===== config.mk =====
export PLATFORM = sky130hd
export DESIGN_NAME = abr_be_ram_arb_flat
export DESIGN_NICKNAME = d
export VERILOG_FILES = /design/src/rtl/abr_be_ram_arb_if.sv /design/src/rtl/abr_be_ram_arb.sv /design/src/flat_wrapper.sv
export SDC_FILE = /design/constraint.sdc
export NUM_CORES = 1
export LEC_CHECK = 0
export BUFFER_PORTS_ARGS = -buffer_cell sky130_fd_sc_hd__clkbuf_2
export CORE_AREA = 2 2 87 89
export CTS_BUF_LIST = sky130_fd_sc_hd__clkbuf_8
export DETAILED_ROUTE_END_ITERATION = 12
export DIE_AREA = 0 0 89 91
export GPL_TIMING_DRIVEN = 0
export PLACE_DENSITY = 0.67
export SYNTH_ARGS = -nofsm -noshare
export SYNTH_HDL_FRONTEND = slang
export SYNTH_SLANG_ARGS = --single-unit

===== constraint.sdc =====
create_clock -name clk_i -period 3 [get_ports clk_i]
set_clock_uncertainty 0.1 [all_clocks]
set_input_delay 0.6 -clock clk_i [delete_from_list [all_inputs] [get_ports clk_i]]
set_output_delay 0.6 -clock clk_i [all_outputs]
set_load 0.02 [all_outputs]

===== src/rtl/abr_be_ram_arb_if.sv =====
// -----------------------------------------------------------------------------
// abr_be_ram_arb_if
// Bundles the requester-side and RAM-side signals of abr_be_ram_arb.
//   slave  : arbiter view (requests/payloads and ram_rdata_i in; grants,
//            read return and RAM command out)
//   master : environment view (requesters plus the shared RAM)
// Requester k occupies slice k of every packed per-requester vector.
// -----------------------------------------------------------------------------
interface abr_be_ram_arb_if #(
  parameter int unsigned NUM_REQ      = 2,
  parameter int unsigned DEPTH        = 64,
  parameter int unsigned DATA_WIDTH   = 32,
  parameter int unsigned STROBE_WIDTH = 8
);
  localparam int unsigned ADDR_WIDTH = $clog2(DEPTH);
  localparam int unsigned NSTRB      = DATA_WIDTH / STROBE_WIDTH;

  logic [NUM_REQ-1:0]            wr_req_i;
  logic [NUM_REQ*NSTRB-1:0]      wr_strobe_i;
  logic [NUM_REQ*ADDR_WIDTH-1:0] wr_addr_i;
  logic [NUM_REQ*DATA_WIDTH-1:0] wr_data_i;
  logic [NUM_REQ-1:0]            wr_gnt_o;
  logic [NUM_REQ-1:0]            rd_req_i;
  logic [NUM_REQ*ADDR_WIDTH-1:0] rd_addr_i;
  logic [NUM_REQ-1:0]            rd_gnt_o;
  logic [NUM_REQ-1:0]            rd_valid_o;
  logic [DATA_WIDTH-1:0]         rd_data_o;
  logic                          ram_we_o;
  logic [NSTRB-1:0]              ram_wstrobe_o;
  logic [ADDR_WIDTH-1:0]         ram_waddr_o;
  logic [DATA_WIDTH-1:0]         ram_wdata_o;
  logic                          ram_re_o;
  logic [ADDR_WIDTH-1:0]         ram_raddr_o;
  logic [DATA_WIDTH-1:0]         ram_rdata_i;

  modport slave (
    input  wr_req_i, wr_strobe_i, wr_addr_i, wr_data_i, rd_req_i, rd_addr_i,
           ram_rdata_i,
    output wr_gnt_o, rd_gnt_o, rd_valid_o, rd_data_o, ram_we_o, ram_wstrobe_o,
           ram_waddr_o, ram_wdata_o, ram_re_o, ram_raddr_o
  );

  modport master (
    output wr_req_i, wr_strobe_i, wr_addr_i, wr_data_i, rd_req_i, rd_addr_i,
           ram_rdata_i,
    input  wr_gnt_o, rd_gnt_o, rd_valid_o, rd_data_o, ram_we_o, ram_wstrobe_o,
           ram_waddr_o, ram_wdata_o, ram_re_o, ram_raddr_o
  );
endinterface


===== src/rtl/abr_be_ram_arb.sv =====
// -----------------------------------------------------------------------------
// abr_be_ram_arb
// Round-robin arbiter sharing one 1R1W byte-strobed RAM between NUM_REQ
// requesters. Write and read ports are arbitrated independently, each with
// its own round-robin pointer. Grants are combinational; read data returns
// one cycle after the grant with a one-hot per-requester valid.
// Ports:
//   clk_i  clock
//   rst_i  synchronous active-high reset
//   bus    abr_be_ram_arb_if.slave (requests, grants, read return, RAM port)
// Optional: define ABR_BE_RAM_ARB_FWD_EN for write-first forwarding when a
// write and a read to the same address are granted in the same cycle.
// -----------------------------------------------------------------------------
module abr_be_ram_arb #(
  parameter int unsigned NUM_REQ      = 2,
  parameter int unsigned DEPTH        = 64,
  parameter int unsigned DATA_WIDTH   = 32,
  parameter int unsigned STROBE_WIDTH = 8
) (
  input  logic              clk_i,
  input  logic              rst_i,
  abr_be_ram_arb_if.slave   bus
);
  localparam int unsigned ADDR_WIDTH = $clog2(DEPTH);
  localparam int unsigned NSTRB      = DATA_WIDTH / STROBE_WIDTH;
  localparam int unsigned PW         = $clog2(NUM_REQ);

  logic [PW-1:0]         wptr_q, wptr_d, rptr_q, rptr_d;
  logic [NUM_REQ-1:0]    rd_tag_q;
  logic                  wr_hit, rd_hit, wr_pick, rd_pick;
  logic [PW-1:0]         wr_idx, rd_idx;
  logic [NUM_REQ-1:0]    wr_gnt, rd_gnt;
  logic [NSTRB-1:0]      wstrobe;
  logic [ADDR_WIDTH-1:0] waddr, raddr;
  logic [DATA_WIDTH-1:0] wdata;

  // Two passes: first any requester at or above ptr, then wrap to the lowest
  // index below ptr. Equivalent to a modulo search starting at ptr.
  function automatic logic [PW:0] rr_pick(input logic [NUM_REQ-1:0] req,
                                          input logic [PW-1:0] ptr);
    logic          hit;
    logic [PW-1:0] idx;
    hit = 1'b0;
    idx = '0;
    for (int unsigned i = 0; i < NUM_REQ; i++) begin
      if (!hit && req[i] && (i >= 32'(ptr))) begin
        hit = 1'b1;
        idx = PW'(i);
      end
    end
    for (int unsigned i = 0; i < NUM_REQ; i++) begin
      if (!hit && req[i]) begin
        hit = 1'b1;
        idx = PW'(i);
      end
    end
    return {hit, idx};
  endfunction

  function automatic logic [PW-1:0] nxt_ptr(input logic [PW-1:0] idx);
    return (32'(idx) == NUM_REQ - 1) ? '0 : idx + PW'(1);
  endfunction

  always_comb begin
    {wr_pick, wr_idx} = rr_pick(bus.wr_req_i, wptr_q);
    {rd_pick, rd_idx} = rr_pick(bus.rd_req_i, rptr_q);
    wr_hit = wr_pick && !rst_i;
    rd_hit = rd_pick && !rst_i;
    wr_gnt = wr_hit ? (NUM_REQ'(1) << wr_idx) : '0;
    rd_gnt = rd_hit ? (NUM_REQ'(1) << rd_idx) : '0;
    wptr_d = wr_hit ? nxt_ptr(wr_idx) : wptr_q;
    rptr_d = rd_hit ? nxt_ptr(rd_idx) : rptr_q;
  end

  // Winner's payload mux; all-zero when nothing is granted.
  always_comb begin
    wstrobe = '0;
    waddr   = '0;
    wdata   = '0;
    raddr   = '0;
    for (int unsigned i = 0; i < NUM_REQ; i++) begin
      if (wr_hit && (wr_idx == PW'(i))) begin
        wstrobe = bus.wr_strobe_i[i*NSTRB +: NSTRB];
        waddr   = bus.wr_addr_i[i*ADDR_WIDTH +: ADDR_WIDTH];
        wdata   = bus.wr_data_i[i*DATA_WIDTH +: DATA_WIDTH];
      end
      if (rd_hit && (rd_idx == PW'(i))) begin
        raddr = bus.rd_addr_i[i*ADDR_WIDTH +: ADDR_WIDTH];
      end
    end
  end

  always_ff @(posedge clk_i) begin
    if (rst_i) begin
      wptr_q   <= '0;
      rptr_q   <= '0;
      rd_tag_q <= '0;
    end else begin
      wptr_q   <= wptr_d;
      rptr_q   <= rptr_d;
      rd_tag_q <= rd_gnt;
    end
  end

  assign bus.wr_gnt_o      = wr_gnt;
  assign bus.rd_gnt_o      = rd_gnt;
  assign bus.ram_we_o      = wr_hit;
  assign bus.ram_wstrobe_o = wstrobe;
  assign bus.ram_waddr_o   = waddr;
  assign bus.ram_wdata_o   = wdata;
  assign bus.ram_re_o      = rd_hit;
  assign bus.ram_raddr_o   = raddr;
  // Gated by rst_i so a read outstanding when reset arrives is dropped.
  assign bus.rd_valid_o    = rst_i ? '0 : rd_tag_q;

`ifdef ABR_BE_RAM_ARB_FWD_EN
  logic                  fwd_hit_q;
  logic [DATA_WIDTH-1:0] fwd_data_q;
  logic [NSTRB-1:0]      fwd_strb_q;
  logic [DATA_WIDTH-1:0] rdata;

  always_ff @(posedge clk_i) begin
    if (rst_i) begin
      fwd_hit_q  <= 1'b0;
      fwd_data_q <= '0;
      fwd_strb_q <= '0;
    end else begin
      fwd_hit_q  <= wr_hit && rd_hit && (waddr == raddr);
      fwd_data_q <= wdata;
      fwd_strb_q <= wstrobe;
    end
  end

  always_comb begin
    rdata = bus.ram_rdata_i;
    for (int unsigned l = 0; l < NSTRB; l++) begin
      if (fwd_hit_q && fwd_strb_q[l]) begin
        rdata[l*STROBE_WIDTH +: STROBE_WIDTH] = fwd_data_q[l*STROBE_WIDTH +: STROBE_WIDTH];
      end
    end
  end

  assign bus.rd_data_o = rdata;
`else
  assign bus.rd_data_o = bus.ram_rdata_i;
`endif

endmodule


===== src/flat_wrapper.sv =====
// flat-port wrapper written by rule: the top's interface ports become plain ports
module abr_be_ram_arb_flat 
#(
  parameter int unsigned NUM_REQ      = 2,
  parameter int unsigned DEPTH        = 64,
  parameter int unsigned DATA_WIDTH   = 32,
  parameter int unsigned STROBE_WIDTH = 8
)
  (clk_i, rst_i, bus_wr_req_i, bus_wr_strobe_i, bus_wr_addr_i, bus_wr_data_i, bus_rd_req_i, bus_rd_addr_i, bus_ram_rdata_i, bus_wr_gnt_o, bus_rd_gnt_o, bus_rd_valid_o, bus_rd_data_o, bus_ram_we_o, bus_ram_wstrobe_o, bus_ram_waddr_o, bus_ram_wdata_o, bus_ram_re_o, bus_ram_raddr_o);
  abr_be_ram_arb_if #(.NUM_REQ(NUM_REQ), .DEPTH(DEPTH), .DATA_WIDTH(DATA_WIDTH), .STROBE_WIDTH(STROBE_WIDTH)) bus_i ();
  input  logic clk_i;
  input  logic rst_i;
  input wire logic [$bits(bus_i.wr_req_i)-1:0] bus_wr_req_i;
  input wire logic [$bits(bus_i.wr_strobe_i)-1:0] bus_wr_strobe_i;
  input wire logic [$bits(bus_i.wr_addr_i)-1:0] bus_wr_addr_i;
  input wire logic [$bits(bus_i.wr_data_i)-1:0] bus_wr_data_i;
  input wire logic [$bits(bus_i.rd_req_i)-1:0] bus_rd_req_i;
  input wire logic [$bits(bus_i.rd_addr_i)-1:0] bus_rd_addr_i;
  input wire logic [$bits(bus_i.ram_rdata_i)-1:0] bus_ram_rdata_i;
  output wire logic [$bits(bus_i.wr_gnt_o)-1:0] bus_wr_gnt_o;
  output wire logic [$bits(bus_i.rd_gnt_o)-1:0] bus_rd_gnt_o;
  output wire logic [$bits(bus_i.rd_valid_o)-1:0] bus_rd_valid_o;
  output wire logic [$bits(bus_i.rd_data_o)-1:0] bus_rd_data_o;
  output wire logic [$bits(bus_i.ram_we_o)-1:0] bus_ram_we_o;
  output wire logic [$bits(bus_i.ram_wstrobe_o)-1:0] bus_ram_wstrobe_o;
  output wire logic [$bits(bus_i.ram_waddr_o)-1:0] bus_ram_waddr_o;
  output wire logic [$bits(bus_i.ram_wdata_o)-1:0] bus_ram_wdata_o;
  output wire logic [$bits(bus_i.ram_re_o)-1:0] bus_ram_re_o;
  output wire logic [$bits(bus_i.ram_raddr_o)-1:0] bus_ram_raddr_o;
  assign bus_i.wr_req_i = bus_wr_req_i;
  assign bus_i.wr_strobe_i = bus_wr_strobe_i;
  assign bus_i.wr_addr_i = bus_wr_addr_i;
  assign bus_i.wr_data_i = bus_wr_data_i;
  assign bus_i.rd_req_i = bus_rd_req_i;
  assign bus_i.rd_addr_i = bus_rd_addr_i;
  assign bus_i.ram_rdata_i = bus_ram_rdata_i;
  assign bus_wr_gnt_o = bus_i.wr_gnt_o;
  assign bus_rd_gnt_o = bus_i.rd_gnt_o;
  assign bus_rd_valid_o = bus_i.rd_valid_o;
  assign bus_rd_data_o = bus_i.rd_data_o;
  assign bus_ram_we_o = bus_i.ram_we_o;
  assign bus_ram_wstrobe_o = bus_i.ram_wstrobe_o;
  assign bus_ram_waddr_o = bus_i.ram_waddr_o;
  assign bus_ram_wdata_o = bus_i.ram_wdata_o;
  assign bus_ram_re_o = bus_i.ram_re_o;
  assign bus_ram_raddr_o = bus_i.ram_raddr_o;
  abr_be_ram_arb #(.NUM_REQ(NUM_REQ), .DEPTH(DEPTH), .DATA_WIDTH(DATA_WIDTH), .STROBE_WIDTH(STROBE_WIDTH)) u_core (.clk_i(clk_i), .rst_i(rst_i), .bus(bus_i));
endmodule

==> impl_metrics.yaml <==
finish:
  drive_gt1_frac: 0.6817
  final_nets: 557
  area_growth_syn_to_layout_pct: 56.23
  n_antenna_cell: 0
grt:
  grtUsageTotal: 0.1578
  grt_pass1_wl_mm: 10.41
  grt_use_met3: 0.02091
  top_usage_layer: "met2"
  grt_antenna_before_repair: 0
  use_met2: 0.3103
  grt_max_degree: 11
  met1_usage: 0.1718
  grt_pass1_vias: 2311
  grt-ovfl-total: 0
timing:
  finalSetupViolations: 0
  setup_slack_ns: 0.6820
  relSlewSlack: 0.7356
  whs_ns: 0.5282
  finalHoldViolations: 0
  fmax_mhz: 431.4
  fin_crit_sh: 0.7727
  drv_slew: 0
  worst_pin_slew_ns: 0.3966
  grt_setup_unrepaired: "no"
  fin_crit_ns: 2.318
  tns_ns: 0
clock_network:
  worst_skew_pair.late_latency_ns: 0.22
  cts_root_buffer: "clkbuf_8"
  numCtsBuffers: 3
  post_cts_buffers: 0
  cts_tree: "done"
  clock_sinks: 4
  cts_resized: 0
  path_clk_slew_ns: 0.03
  holdBufCountCts: 0
  ctsLongestPathBuffers: 2
  htreeDepth: 1
power:
  power_density_mw_per_mm2: 216.5
  p_leak_nw: 1.524
  ir_worst_vdd_v: 0.0001006
synthesis:
  avgSynthCellArea_um2: 8.552
  synth_warnings: 0
  yosysUniqueCellTypes: 17
  synth_seq_cells: 4
  yosysSeqAreaShare: 0.04071
  syn-num-nets: 364
  postSynthCellCount: 230
  syn-cell-area_mm2: 0.001967
worst_setup_path:
  crit_required_ns: 2.30
  crit_fanout: 10
  critical_path.endpoint_type: "output pin"
  timing_worst_setup_path_type: "in2out"
  cp-start-kind: "input port"
  cp.arrival_ns: 1.62
die:
  fp.dieW_um: 89
  dieArea_mm2: 0.008099
  row_count: 31
  core-area_mm2: 0.007137
  die_h_um: 91
  initial_core_util: 0.2756
  ios: 222
routing:
  via_per_inst: 4.506
  vias: 2343
  drt-total-wl_mm: 6.890
  drt_iter0_drc: 35
  wl_per_cell_um: 13.25
  drt_first_pass_iters: 4
  drc: 0
  ant_nets: 0
placement:
  gp_congestion: 0.7309
  dp_hpwl_mm: 5.945
  portBuffers: 188
  place_ws_ns: 0.6759
min_path:
  min_path_type: "reg2reg"
flow_run:
  max_cap_violations: 0
status:
  status: "finished clean"
-- where the power goes --
group	switching (mW)	leakage (nW)	internal, mW	total [mW]
Sequential	0.00153	0.0332	0.0571	0.0586
Clock	0.0270	0.0216	0.0855	0.112
Combinational	0.267	1.47	0.228	0.494
-- routing by layer --
layer,vias to the layer above,share of wire,wire [um]
met5,-,0,0
met4,0,0.0075,52
met3,4,0.091,624
met2,133,0.53,3658
met1,1042,0.37,2555
li1,1164,-,-
-- per-stage QoR --
stage          std cells    util  power [mW]  cell area (um2)
2_1_floorplan        230       -      0.3901             1967
3_3_place_gp         517  0.4248      0.5533             3032
3_5_place_dp         517  0.4248      0.5597             3032
4_1_cts              520  0.4306      0.6784             3073
5_1_grt              520  0.4306      0.7176             3073
6_report             520  0.4306      0.6652             3073
-- path summary, 6_finish.rpt --
path	depth (start not counted)	slack, ns	endpoint	from
worst max-delay path	6	0.68	bus_ram_wdata_o[11]	bus_wr_req_i[0]
worst min-delay path	2	0.53	u_core.rptr_q	u_core.rptr_q
worst max register to register	3	1.88	u_core.rptr_q	u_core.rptr_q
worst min register to register	2	0.53	u_core.rptr_q	u_core.rptr_q
-- state kept, by name, summed over array words and instances, names as in the netlist --
signal and count:
u_core.rd_tag_q 2, u_core.wptr_q 1, u_core.rptr_q 1
-- cell families after synthesis --
kind of cell,Yosys count,share of synthesized area
flip-flops,4,0.04071
AO/OA/AOI/OAI,52,0.3830
AND/OR/NAND/NOR,112,0.3454
buffers and inverters,62,0.2309
-- cells in the final DEF, fill, tap and decap left out --
master	n
nor2_1	7
a21bo_2	1
a21bo_1	1
o21ba_2	2
o32ai_1	9
o32ai_2	39
buf_4	32
nor2b_1	6
nand2b_1	96
clkbuf_8	3
clkbuf_2	189
nor3_1	3
buf_2	8
inv_2	1
dfxtp_1	4
inv_1	1
buf_6	12
clkbuf_1	7
-- cell usage after synthesis --
cell type	n	area, um2
nand2b_1	96	600.6
o32ai_2	39	634.4
inv_2	1	3.750
inv_1	1	3.750
dfxtp_1	4	80.08
a21bo_2	1	10.01
a21bo_1	1	10.01
clkbuf_2	1	5.000
nor2_1	7	26.28
buf_6	12	135.1
o21ba_2	2	20.02
o32ai_1	9	78.83
nor2b_1	6	37.54
buf_2	8	40.04
buf_4	32	240.2
nor3_1	3	15.01
clkbuf_1	7	26.28
-- worst max-delay path: stages --
cell and delay (ns):
clkbuf_2 0.10, nor2b_1 0.13, buf_6 0.14, buf_6 0.15
o32ai_2 0.27, clkbuf_2 0.22
-- cell type report --
class,count,area (um2)
buffer,60,446.7
clock buffer,3,41.29
fill,760,4064
inverter,2,7.507
multi-input combinational,164,1433
sequential,4,80.08
tap,99,123.9
timing repair buffer,188,940.9
No activity file was read; power rests on OpenSTA's default activity.
